## config.mk

```make
export PLATFORM = sky130hd
export DESIGN_NAME = regbank_wb_arbiter
export DESIGN_NICKNAME = d
export VERILOG_FILES = /design/src/rtl/regbank_pkg.sv /design/src/rtl/rr_arbiter2.sv /design/src/rtl/regbank_wb_arbiter.sv
export SDC_FILE = /design/constraint.sdc
export NUM_CORES = 1
export LEC_CHECK = 0
export BUFFER_PORTS_ARGS = -buffer_cell sky130_fd_sc_hd__buf_2
export CAP_MARGIN = 25
export CORE_MARGIN = 4
export CORE_UTILIZATION = 43
export CTS_CLUSTER_SIZE = 25
export DETAILED_ROUTE_END_ITERATION = 8
export GPL_ROUTABILITY_DRIVEN = 0
export HOLD_SLACK_MARGIN = 0.15
export PLACE_DENSITY = 0.86
export SETUP_SLACK_MARGIN = 0.05
export SKIP_CTS_REPAIR_TIMING = 1
export SKIP_LAST_GASP = 1
export SYNTH_ARGS = -nofsm -noshare
export SYNTH_HDL_FRONTEND = slang
export SYNTH_SLANG_ARGS = --single-unit
```

## constraint.sdc

```tcl
create_clock -name clk -period 1.76 [get_ports clk]
set_input_delay 0.264 -clock clk [delete_from_list [all_inputs] [get_ports clk]]
set_output_delay 0.264 -clock clk [all_outputs]
set_load 0.005 [all_outputs]
```

## src/rtl/regbank_pkg.sv

```systemverilog
// Shared types and sizes for the register bank write-back path.
package regbank_pkg;

   localparam int DATA_W = 16;
   localparam int NREGS  = 8;
   localparam int SEL_W  = 3;

   typedef enum logic {
      SRC_ALU = 1'b0,
      SRC_MEM = 1'b1
   } src_e;

   function automatic logic [NREGS-1:0] dec_onehot(input logic [SEL_W-1:0] sel);
      dec_onehot      = '0;
      dec_onehot[sel] = 1'b1;
   endfunction

endpackage

```

## src/rtl/rr_arbiter2.sv

```systemverilog
// Two-input round-robin arbiter; the last-grant register advances only on a
// completed handshake so a held request keeps its turn.
module rr_arbiter2
   import regbank_pkg::*;
(
   input  logic       clk,
   input  logic       reset,
   input  logic [1:0] req,
   input  logic       upd,
   output logic [1:0] gnt,
   output src_e       last
);

   // Grants are suppressed during reset so nothing handshakes into a discarded cycle.
   always_comb begin
      gnt    = '0;
      gnt[0] = !reset && req[0] && (!req[1] || last == SRC_MEM);
      gnt[1] = !reset && req[1] && (!req[0] || last == SRC_ALU);
   end

   always_ff @(posedge clk) begin
      if (reset)
         last <= SRC_MEM;
      else if (upd)
         last <= gnt[1] ? SRC_MEM : SRC_ALU;
   end

endmodule

```

## src/rtl/regbank_wb_arbiter.sv

```systemverilog
// Write-back controller for the 8x16 register bank: ALU/load arbitration,
// one-hot write port drive and busy scoreboard. Option: REG0_ZERO_EN (R0 reads as zero).
module regbank_wb_arbiter
   import regbank_pkg::*;
(
   input  logic              clk,
   input  logic              reset,
   input  logic              alu_valid,
   output logic              alu_ready,
   input  logic [SEL_W-1:0]  alu_dest,
   input  logic [DATA_W-1:0] alu_data,
   input  logic              mem_valid,
   output logic              mem_ready,
   input  logic [SEL_W-1:0]  mem_dest,
   input  logic [DATA_W-1:0] mem_data,
   input  logic              rsv_valid,
   input  logic [SEL_W-1:0]  rsv_dest,
   input  logic [SEL_W-1:0]  sel0,
   input  logic [SEL_W-1:0]  sel1,
   output logic              hazard,
   output logic [NREGS-1:0]  wb_en,
   output logic [DATA_W-1:0] wb_data,
   output logic [NREGS-1:0]  busy
);

`ifdef REG0_ZERO_EN
   localparam logic [NREGS-1:0] R0_MASK = {{(NREGS-1){1'b1}}, 1'b0};
`else
   localparam logic [NREGS-1:0] R0_MASK = '1;
`endif

   logic [1:0]       gnt;
   src_e             last;
   logic             hs_alu, hs_mem;
   logic [NREGS-1:0] set_mask;

   rr_arbiter2 u_arb (
      .clk   (clk),
      .reset (reset),
      .req   ({mem_valid, alu_valid}),
      .upd   (hs_alu || hs_mem),
      .gnt   (gnt),
      .last  (last)
   );

   assign alu_ready = gnt[0];
   assign mem_ready = gnt[1];
   assign hs_alu    = alu_valid && alu_ready;
   assign hs_mem    = mem_valid && mem_ready;

   assign set_mask = rsv_valid ? (dec_onehot(rsv_dest) & R0_MASK) : '0;

   // busy[0] can never be set under REG0_ZERO_EN, so R0 never raises a hazard.
   assign hazard = busy[sel0] || busy[sel1] || (rsv_valid && busy[rsv_dest]);

   always_ff @(posedge clk) begin
      if (reset) begin
         wb_en   <= '0;
         wb_data <= '0;
         busy    <= '0;
      end else begin
         if (hs_alu) begin
            wb_en   <= dec_onehot(alu_dest) & R0_MASK;
            wb_data <= alu_data;
         end else if (hs_mem) begin
            wb_en   <= dec_onehot(mem_dest) & R0_MASK;
            wb_data <= mem_data;
         end else begin
            wb_en   <= '0;
         end
         // Set after clear: a register re-reserved as its old write lands stays busy.
         busy <= (busy & ~wb_en) | set_mask;
      end
   end

endmodule

```

# [After elaboration in Yosys (flattened, before gate mapping)]
# Index checks and enable logic that the tools add are counted.
[op_classes] addsub=0 n_mul=0 div_mod_pow=0 magnitude_cmp=8 eq_ne=0 shift=0 muxes=18 bitwise=4 reduce_logical=19
[ops] operator="16-bit 2-to-1 mux" count=2
[ops] operator="8-bit 2-to-1 mux" count=3
[ops] operator="3-bit by 4-bit less-than comparator with 1-bit output (second input constant)" count=5
[ops] operator="1-bit logical AND" count=10
[ops] operator="1-bit binary-select mux with 3-bit select" count=3
[ops] operator="1-bit demux with 3-bit select" count=3
[ops] operator="3-bit by 1-bit greater-or-equal comparator with 1-bit output (second input constant)" count=3
[ops] operator="8-bit AND" count=1
[ops] operator="8-bit inverter" count=1
[ops] operator="8-bit OR" count=1
[ops] operator="1-bit 2-to-1 mux" count=7
[ops] operator="1-bit logical OR" count=5
[ops] operator="1-bit logical NOT" count=3
[ops] operator="2-bit nonzero test" count=1
[ops] operator="1-bit inverter" count=1
[totals] ff_bits=33 latchBits=0 mem_bits_rw=0 romBits=0 input_bits=52 output_inout_bits=35 elab_cells=53 mem_count=0

# [Longest topological paths before layout]
# Gate-level depths: netlist of the first run.
[logic_depth] depth_word=6 mapped_depth=6 ltp_nobuf=4

# [Modules after synthesis]
# Synthesis of the first run repeated with hierarchy kept, for this count alone.
[hier_totals] hier_cells=194 area_unflattened_um2=1606.5
[modules_own_cells] module="regbank_wb_arbiter" instances=1 cells_per_inst=186 area_per_inst_um2=1544.0 seq_area_each_um2=640.6
[modules_own_cells] module="rr_arbiter2" instances=1 cells_per_inst=8 area_per_inst_um2=62.6 seq_area_each_um2=20.0

# [Least setup slack after synthesis of the first run]
# OpenSTA, ideal clock, no wires.
[synth_timing] kind="input-to-output" start="in rsv_dest[0]" end="out hazard" arrival_time_ns=1.303 required_time_ns=1.496 setup_slack_ns=0.193 path_stages=5 n_path_buf=1 cell_sequence="buf_6 mux4_1 mux2_2 nand2_1 nand4_1"
[synth_via] elab_chain_cells=4
[synth_rtl] item="start, declared" line="regbank_wb_arbiter.sv:17" text="input logic [SEL_W-1:0] rsv_dest,"
[synth_rtl] item="1-bit binary-select mux with 3-bit select" line="regbank_wb_arbiter.sv:54" text="assign hazard = busy[sel0] || busy[sel1] || (rsv_valid && busy[rsv_dest]);"
[synth_rtl] item="1-bit 2-to-1 mux (not written as such)" line="regbank_wb_arbiter.sv:54"
[synth_rtl] item="1-bit logical AND" line="regbank_wb_arbiter.sv:54"
[synth_rtl] item="1-bit logical OR" line="regbank_wb_arbiter.sv:54"
[synth_rtl] item="end, declared" line="regbank_wb_arbiter.sv:20" text="output logic hazard,"
# No other way between the ends. The select of a mux whose other input is x is not followed.

# [Worst setup path in the final report of the first run]
[layout_timing] start="reg busy[5]" end="out hazard"
[layout_via] elab_chain_cells=4 elab_cells_between_ends=9 cone_classes="mux: 6; reduce/logical: 3"
[layout_rtl] item="start, declared" line="regbank_wb_arbiter.sv:23" text="output logic [NREGS-1:0] busy"
[layout_rtl] item="start signal, assigned" line="regbank_wb_arbiter.sv:72" text="busy <= (busy & ~wb_en) | set_mask;"
[layout_rtl] item="1-bit binary-select mux with 3-bit select" line="regbank_wb_arbiter.sv:54"
[layout_rtl] item="1-bit 2-to-1 mux (not written as such)" line="regbank_wb_arbiter.sv:54"
[layout_rtl] item="1-bit logical OR / 1-bit logical AND (equally long branches)" line="regbank_wb_arbiter.sv:54"
[layout_rtl] item="1-bit logical OR *" line="regbank_wb_arbiter.sv:54"
# Every way passes the cells marked *; elsewhere a longest branch is shown, timed or not. The select of a mux whose other input is x is not followed.

==> impl_metrics.toml, run 1 <==
[clock_tree]
clk_pin_slew_ns = 0.09
cts_max_level = 2
cts_tree = "done"
cts_inserted_buffers = 5
clock_path_buffers = 2
cts_sinks = 33
cts-root-buf = "clkbuf_4"
clk_latency_ns = 0.32

[logic_synthesis]
synth.cell_area_um2 = 1490
yosys.area.top_type = "dfxtp_1"
ys_types = 28
ys_seq_elements = 33
syn_inst = 162
yosys_warnings = 0
synth.avg_cell_area_um2 = 9.18
yosysSeqAreaShare_pct = 44.4
syn-num-nets = 214
synth.area.top_cells = "dfxtp_1 (44%), a22oi_1 (8.1%), a21oi_1 (6.7%), nand2_1 (5.8%), nand2b_1 (3.8%)"
synth_top_area_share_pct = 44.4

[critical_path]
endpoint_kind = "primary output"
startpoint = "busy[5]$_SDFF_PP0_"
worstPathRequired_ns = 1.50
path_class = "reg -> out"
start_kind = "register"
reg2reg_depth = 5
cp_max_fo = 5
worstReg2RegStart = "u_arb.last$_SDFFE_PP1P_"
crit_arrival_ns = 1.65

[placed_design]
io_buffers = 86
post_dp_cell_area_um2 = 1990
hpwl_um = 3300

[timing]
worst_slew_pin_slew_ns = 0.249
skew_ns = 0.00553
clock.fmax_ghz = 0.522
final-setup-viol-count = 1
fin_crit_sh_pct = 109
slew_headroom_pct = 83.4
post-route-min-period_ns = 1.92
drv_slew = 0
hold_viol = 0
fin_ws_ns = -0.156
grt_setup_unrepaired = "true"

[worst_hold_path]
hold_class = "in -> reg"
holdPathStages = 3
worstHoldStart = "mem_valid"

[pwr]
combPwrFrac_pct = 18.2
swShare_pct = 25.4
clkPwrFrac_pct = 28.0
peakVddDrop_mv = 0.450
power_switching_mw = 0.377
p_per_area_nw_per_um2 = 717
p_int_mw = 1.11
seqPwrFrac_pct = 53.9
leakage_nw = 0.971

[drt]
vias = 1552
drtPass1Iterations = 4
wirelength_um = 4120
post_drt_wl_per_cell_um = 13.6
viasPerCell = 5.12
drtAntennaViolNets = 0
drc = 0
drtIter0Drc = 53

[floorplanning]
num_rows = 21
core-area_um2 = 3340
dieArea_um2 = 4460
die-height_um = 66.8
io_pins = 87
initial_core_util_pct = 44.6
dieWidth_um = 66.8

[global_route]
antenna_found_initial = 0
track_usage_pct = 18.3
first_global_vias = 1372
gr-total-overflow = 0
grt_max_degree = 25
grt_pass1_wl_um = 6190

[job]
maxCapViolCount = 0

[finish]
multi_input_area_um2 = 768
fillers = 319
area_growth_pct = 39.4
layout_commonest_cell = "buf_2"
stdcell_area_um2 = 2070
final_cell_mix = "buf_2 (86), dfxtp_1 (28), nand2_1 (22)"
drive_gt1_share_pct = 45.1
final_util_pct = 62.2
nNetsFinal = 309
area.sequential_um2 = 669
antenna_cells = 0

[status]
status = "finished, violations left"
violations = "negative setup slack"
-- final timing paths --
check                                 end  slack, ns
setup / recovery                   hazard      -0.16
hold / removal    u_arb.last$_SDFFE_PP1P_       0.21
setup reg to reg      wb_en[0]$_SDFF_PP0_       0.49
hold reg to reg   wb_data[6]$_SDFFE_PP0P_       0.45
-- logic make-up (layout without fill, tap and decap cells) --
logic type / Yosys count / in the layout / synth area share [%]
and+or+nand+nor: 56 / 56 / 19.3
AOI/OAI and AO/OA: 52 / 52 / 22.4
DFF: 33 / 33 / 44.4
buffers and inverters: 12 / 107 / 3.87
muxes: 9 / 9 / 10.0
-- routing by layer --
layer / vias to the layer above / GRT usage (%) / routed length (um)
li1: 781 / - / -
met1: 708 / 22.4 / 1680
met2: 61 / 30.7 / 2130
met3: 2 / 5.90 / 285
met4: 0 / 5.33 / 21
met5: - / 0 / 0
-- worst max-delay path, stage by stage, from the launching register on --
cell	delay, ns
dfxtp_4	0.37
mux4_2	0.44
mux2_4	0.27
nand2_2	0.05
nand4_1	0.07
buf_2	0.13
-- metrics by stage --
step                      instances  total power [mW]  setup TNS, ns  setup WS [ns]  hold WS, ns
after global routing            303              1.57         -0.277         -0.277        0.192
after global placement          294              1.08              0         0.0351        0.439
after floorplan                 162             0.943              0          0.193        0.380
after detailed placement        294              1.08              0        0.00547        0.443
final                           303              1.49         -0.156         -0.156        0.205
after CTS                       301              1.50         -0.248         -0.248        0.189
-- registers in the layout (all words and copies together), names as in the netlist --
signal      cells
wb_data        16
wb_en           8
busy            8
u_arb.last      1
-- area by class of cell --
cell class              count  area share [%]
multi-input cells         117            37.0
flip-flops and latches     33            32.3
repair buffers             96            24.5
well taps                  46            2.77
clock buffers               7            2.65
inverters                   4           0.724
-- power by group through the flow --
stage	sequential, mW	clock, mW	combinational (mW)
CTS	0.802	0.433	0.265
global placement	0.818	0	0.258
detailed placement	0.820	0	0.265
finish	0.801	0.416	0.270
global route	0.807	0.470	0.298
floorplan	0.823	0	0.119
-- synthesized netlist by cell type --
cell type and n:
a21oi_1 20, a22oi_1 16, a32oi_1 4, and2b_2 1
and3b_1 1, buf_1 1, buf_2 4, buf_6 1
clkbuf_1 2, dfxtp_1 33, inv_1 4, mux2_2 1
mux2i_1 4, mux4_1 2, mux4_2 2, nand2_1 23
nand2b_1 9, nand3b_1 1, nand4_1 3, nor2_1 9
nor2b_1 6, nor3_1 1, nor3b_4 1, o21ai_0 3
o21bai_1 1, o22ai_1 6, o32ai_1 2, or2_2 1
No activity file was read; power rests on OpenSTA's default activity.
==> run 2, diff against run 1 <==
--- a/config.mk
+++ b/config.mk
@@ -5,15 +5,15 @@
 export SDC_FILE = /design/constraint.sdc
 export NUM_CORES = 1
 export LEC_CHECK = 0
+export ABC_AREA = 1
 export BUFFER_PORTS_ARGS = -buffer_cell sky130_fd_sc_hd__buf_2
-export CAP_MARGIN = 25
+export CAP_MARGIN = 10
 export CORE_MARGIN = 4
-export CORE_UTILIZATION = 43
-export CTS_CLUSTER_SIZE = 25
+export CORE_UTILIZATION = 46
 export DETAILED_ROUTE_END_ITERATION = 8
 export GPL_ROUTABILITY_DRIVEN = 0
 export HOLD_SLACK_MARGIN = 0.15
-export PLACE_DENSITY = 0.86
+export PLACE_DENSITY = 0.87
 export SETUP_SLACK_MARGIN = 0.05
 export SKIP_CTS_REPAIR_TIMING = 1
 export SKIP_LAST_GASP = 1
==> impl_metrics.toml, run 2 <==
[finish]
stdcell_area_um2 = 2290
nNetsFinal = 396
area.sequential_um2 = 661
reg_top3 = "wb_data x16, busy x8, wb_en x8"
final_cell_mix = "buf_2 (86), nand2_1 (80), dfxtp_1 (33)"
layoutNonFillerInstCount = 392
layout_commonest_cell = "buf_2"
top_register = "wb_data"
area_growth_pct = 28.8
multi_input_area_um2 = 921
final_util_pct = 62.0
antenna_cells = 0
largest_reg_flops = 16
fillers = 346
drive_gt1_share_pct = 33.4

[global_route]
gr-total-overflow = 0
track_usage_pct = 19.2
antenna_found_initial = 0
first_global_vias = 1836
grt_max_degree = 26
grt_pass1_wl_um = 7870

[floorplanning]
io_pins = 87
dieWidth_um = 70.1
num_rows = 22
die-height_um = 70.1
initial_core_util_pct = 48.1
dieArea_um2 = 4920
core-area_um2 = 3690

[status]
status = "completed"

[timing]
drv_slew = 0
worst_slew_pin_slew_ns = 0.317
fin_crit_sh_pct = 86.2
fin_ws_ns = 0.243
slew_headroom_pct = 78.9
skew_ns = 0.00355
grt_setup_unrepaired = "false"
hold_ws_ns = 0.237
clock.fmax_ghz = 0.659
hold_viol = 0
final-setup-viol-count = 0
setup_tns_ns = 0
post-route-min-period_ns = 1.52

[logic_synthesis]
ys_seq_elements = 33
synth_common_cells = "nand2_1 (80), dfxtp_1 (33), nand3_1 (32), inv_1 (27), nor2_1 (21)"
yosysSeqAreaShare_pct = 37.2
synth_top_area_share_pct = 37.2
async_reset_ff_share_pct = 0
ys.flop_type = "dfxtp_1"
synth.cell_area_um2 = 1780
synth_most_common_cell = "nand2_1"
yosys_warnings = 0
synth.avg_cell_area_um2 = 6.86
syn-num-nets = 311
synth_edf_count = 0
syn_inst = 259
yosys.area.top_type = "dfxtp_1"
ys_types = 22
synth.area.top_cells = "dfxtp_1 (37%), nand2_1 (17%), nand3_1 (9.0%), inv_1 (5.7%), a21oi_2 (4.9%)"

[critical_path]
worstPathRequired_ns = 1.50
crit_family = "buffers and inverters"
cp_max_fo = 18
crit_path_max_incr_delay_ns = 0.34
cp_num_buf_inv = 3
crit_arrival_ns = 1.25
start_kind = "register"
crit_chain = "inv_1, nand2_4, nand2_4, inv_1, buf_2"
slowest_stage = "dfxtp_1"
endpoint_kind = "primary output"
path_class = "reg -> out"

[drt]
wirelength_um = 4550
drtPass1Iterations = 4
post_drt_wl_per_cell_um = 11.6
viasPerCell = 5.02
drtAntennaViolNets = 0
drtIter0Drc = 124
drc = 0
vias = 1969

[job]
maxCapViolCount = 0

[clock_tree]
cts-root-buf = "clkbuf_8"
cts_max_level = 2
cts_sinks = 33
clk_pin_slew_ns = 0.06
cts_tree = "done"
cts_inserted_buffers = 5
clock_path_buffers = 2
clk_latency_ns = 0.27

[placed_design]
post_dp_cell_area_um2 = 2200
dp_cells = 385
post-place-ws_ns = 0.373
hpwl_um = 3610
io_buffers = 86

[pwr]
leakage_nw = 1.24
p_per_area_nw_per_um2 = 733
power.total_mw = 1.67
peakVddDrop_mv = 0.598

[worst_hold_path]
hold_class = "in -> reg"
run 2: power by group:
group          leakage, nW  switching (mW)  internal, mW
Clock               0.0443           0.233         0.310
Sequential           0.270          0.0278         0.786
Combinational        0.921           0.183         0.136
run 2: logic make-up (layout without fill, tap and decap cells):
kind of cell | Yosys count | in the layout | share of synthesized area [%]
and+or+nand+nor | 154 | 154 | 40.2
buffers and inverters | 39 | 124 | 10.9
AOI/OAI and AO/OA | 33 | 33 | 11.7
DFF | 33 | 33 | 37.2
run 2: metal layers:
layer | part of all wire, % | global-route usage [%] | vias to the layer above | wire length [um]
met2 | 46 | 32.3 | 87 | 2100
met4 | 1.5 | 7.02 | 0 | 68
met5 | 0 | 0 | - | 0
li1 | - | - | 1002 | -
met3 | 8.0 | 3.31 | 6 | 363
met1 | 44 | 24.3 | 874 | 2020
run 2: worst paths after layout:
check | slack (ns) | cells after the start | to | from
worst max-delay path | 0.24 | 5 | alu_ready | u_arb.last$_SDFFE_PP1P_
worst min-delay path | 0.24 | 2 | u_arb.last$_SDFFE_PP1P_ | alu_valid
worst max register to register | 0.53 | 7 | wb_data[15]$_SDFFE_PP0P_ | u_arb.last$_SDFFE_PP1P_
worst min register to register | 0.49 | 2 | wb_data[13]$_SDFFE_PP0P_ | wb_data[13]$_SDFFE_PP0P_
run 2: worst reg2reg max path, delay by kind of cell (launching register included):
family,cells,cell delay [ns]
AOI/OAI and AO/OA,1,0.18
buffers and inverters,2,0.17
DFF,1,0.34
and+or+nand+nor,4,0.41
run 2: area by class of cell:
class | instances | area share, %
Multi-Input combinational cell | 187 | 40.3
Sequential cell | 33 | 28.9
Timing Repair Buffer | 87 | 19.2
Inverter | 30 | 5.25
Clock buffer | 7 | 3.78
Tap cell | 48 | 2.63
==> run 3, diff against run 2 <==
--- a/config.mk
+++ b/config.mk
@@ -9,11 +9,11 @@
 export BUFFER_PORTS_ARGS = -buffer_cell sky130_fd_sc_hd__buf_2
 export CAP_MARGIN = 10
 export CORE_MARGIN = 4
-export CORE_UTILIZATION = 46
+export CORE_UTILIZATION = 30
 export DETAILED_ROUTE_END_ITERATION = 8
 export GPL_ROUTABILITY_DRIVEN = 0
 export HOLD_SLACK_MARGIN = 0.15
-export PLACE_DENSITY = 0.87
+export PLACE_DENSITY = 0.63
 export SETUP_SLACK_MARGIN = 0.05
 export SKIP_CTS_REPAIR_TIMING = 1
 export SKIP_LAST_GASP = 1
==> impl_metrics.toml, run 3 (synthesis gave the netlist of run 2 again) <==
[clock_tree]
clk_latency_ns = 0.28
cts-root-buf = "clkbuf_8"
clk_pin_slew_ns = 0.06
clock_path_buffers = 2
cts_sinks = 33
cts_tree = "done"
cts_max_level = 2
cts_inserted_buffers = 5

[timing]
skew_ns = 0.00493
worst_slew_pin_slew_ns = 0.253
fin_crit_sh_pct = 85.6
grt_setup_unrepaired = "false"
final-setup-viol-count = 0
drv_slew = 0
slew_headroom_pct = 83.2
post-route-min-period_ns = 1.51
hold_viol = 0
hold_ws_ns = 0.227
clock.fmax_ghz = 0.664
setup_tns_ns = 0

[global_route]
grt_pass1_wl_um = 8160
grt_max_degree = 26
first_global_vias = 1806
antenna_found_initial = 0
gr-total-overflow = 0
track_usage_pct = 13.6

[status]
status = "completed"

[critical_path]
crit_chain = "inv_1, nand2_1, nand3_1, nand2_1, nand2_1, nand2_1, nand2_1, nand2_1, buf_2"
crit_arrival_ns = 1.24
crit_family = "flip-flops"
crit_cells = 9
startpoint = "busy[5]$_SDFF_PP0_"
path_class = "reg -> out"
cp_num_buf_inv = 2
reg2reg_slack_ns = 0.58
endpoint_kind = "primary output"
reg2reg_depth = 7
cpMostUsedCell = "nand2_1"
slowest_stage = "dfxtp_1"
worstPathRequired_ns = 1.50
worstReg2RegStart = "u_arb.last$_SDFFE_PP1P_"
critPathCapture = "hazard"
r2r_end = "wb_data[1]$_SDFFE_PP0P_"
crit_path_max_incr_delay_ns = 0.40
cp_max_fo = 4
start_kind = "register"

[finish]
reg_top3 = "wb_data x16, busy x8, wb_en x8"
final_util_pct = 41.6
largest_reg_flops = 16
area.sequential_um2 = 662
final_cell_mix = "buf_2 (86), nand2_1 (80), nand3_1 (32), dfxtp_1 (32), inv_1 (27)"
antenna_cells = 0
multi_input_area_um2 = 921
top_register = "wb_data"
area_growth_pct = 31.4
nNetsFinal = 396
drive_gt1_share_pct = 34.2
fillers = 616
layout_commonest_cell = "buf_2"

[floorplanning]
core-area_um2 = 5610
dieArea_um2 = 7210
dieWidth_um = 84.9
num_rows = 27
die-height_um = 84.9
io_pins = 87
initial_core_util_pct = 31.7

[drt]
drtIter0Drc = 76
post_drt_wl_per_cell_um = 11.6
wl_met2_um = 2120
viasPerCell = 4.60
wirelength_um = 4840
top_layer = "met4"
drtPass1Iterations = 6
drc = 0
drtAntennaViolNets = 0
vias = 1920
wl_met3_um = 434
drt-met1-wl_um = 2230

[worst_hold_path]
hold_class = "in -> reg"

[pwr]
leakage_nw = 1.25
p_per_area_nw_per_um2 = 751
peakVddDrop_mv = 0.298

[placed_design]
io_buffers = 86
hpwl_um = 3790

[job]
maxCapViolCount = 0
run 3: how the worst min path moves through the flow:
stage	slack [ns]	depth (start not counted)	start	endpoint
5_1_grt	0.25	2	alu_dest[0]	wb_en[6]$_SDFF_PP0_
4_1_cts	0.22	2	alu_valid	u_arb.last$_SDFFE_PP1P_
3_3_place_gp	0.46	2	wb_data[15]$_SDFFE_PP0P_	wb_data[15]$_SDFFE_PP0P_
6_report	0.23	2	alu_valid	u_arb.last$_SDFFE_PP1P_
3_5_place_dp	0.48	2	wb_data[13]$_SDFFE_PP0P_	wb_data[13]$_SDFFE_PP0P_
2_1_floorplan	0.38	1	alu_dest[0]	wb_en[0]$_SDFF_PP0_
run 3: through the flow:
| step | std cells | instance area (um^2) | total power [mW] | setup WS, ns |
|---|---|---|---|---|
| 5_1_grt | 417 | 2330 | 1.86 | 0.0570 |
| 3_5_place_dp | 409 | 2230 | 1.15 | 0.429 |
| 3_3_place_gp | 409 | 2230 | 1.14 | 0.449 |
| 6_report | 417 | 2330 | 1.75 | 0.253 |
| 4_1_cts | 417 | 2330 | 1.78 | 0.227 |
| 2_1_floorplan | 259 | 1780 | 1.02 | 0.609 |
run 3: final cells by class:
class,count,area share [%]
tap,72,3.86
clock buffer,7,4.13
multi-input combinational,187,39.5
inverter,30,5.15
clock inverter,1,0.215
sequential,33,28.4
timing repair buffer,87,18.8
run 3: power by group:
part	leakage, nW	switching [mW]	internal, mW
Combinational	0.921	0.182	0.136
Clock	0.0542	0.269	0.353
Sequential	0.270	0.0274	0.786
Total	1.25	0.478	1.27
run 3: per-layer routing:
metal,GRT usage [%],vias up
li1,-,1006
met1,17.6,843
met2,21.2,66
met3,4.37,5
met4,5.18,0
met5,0,-
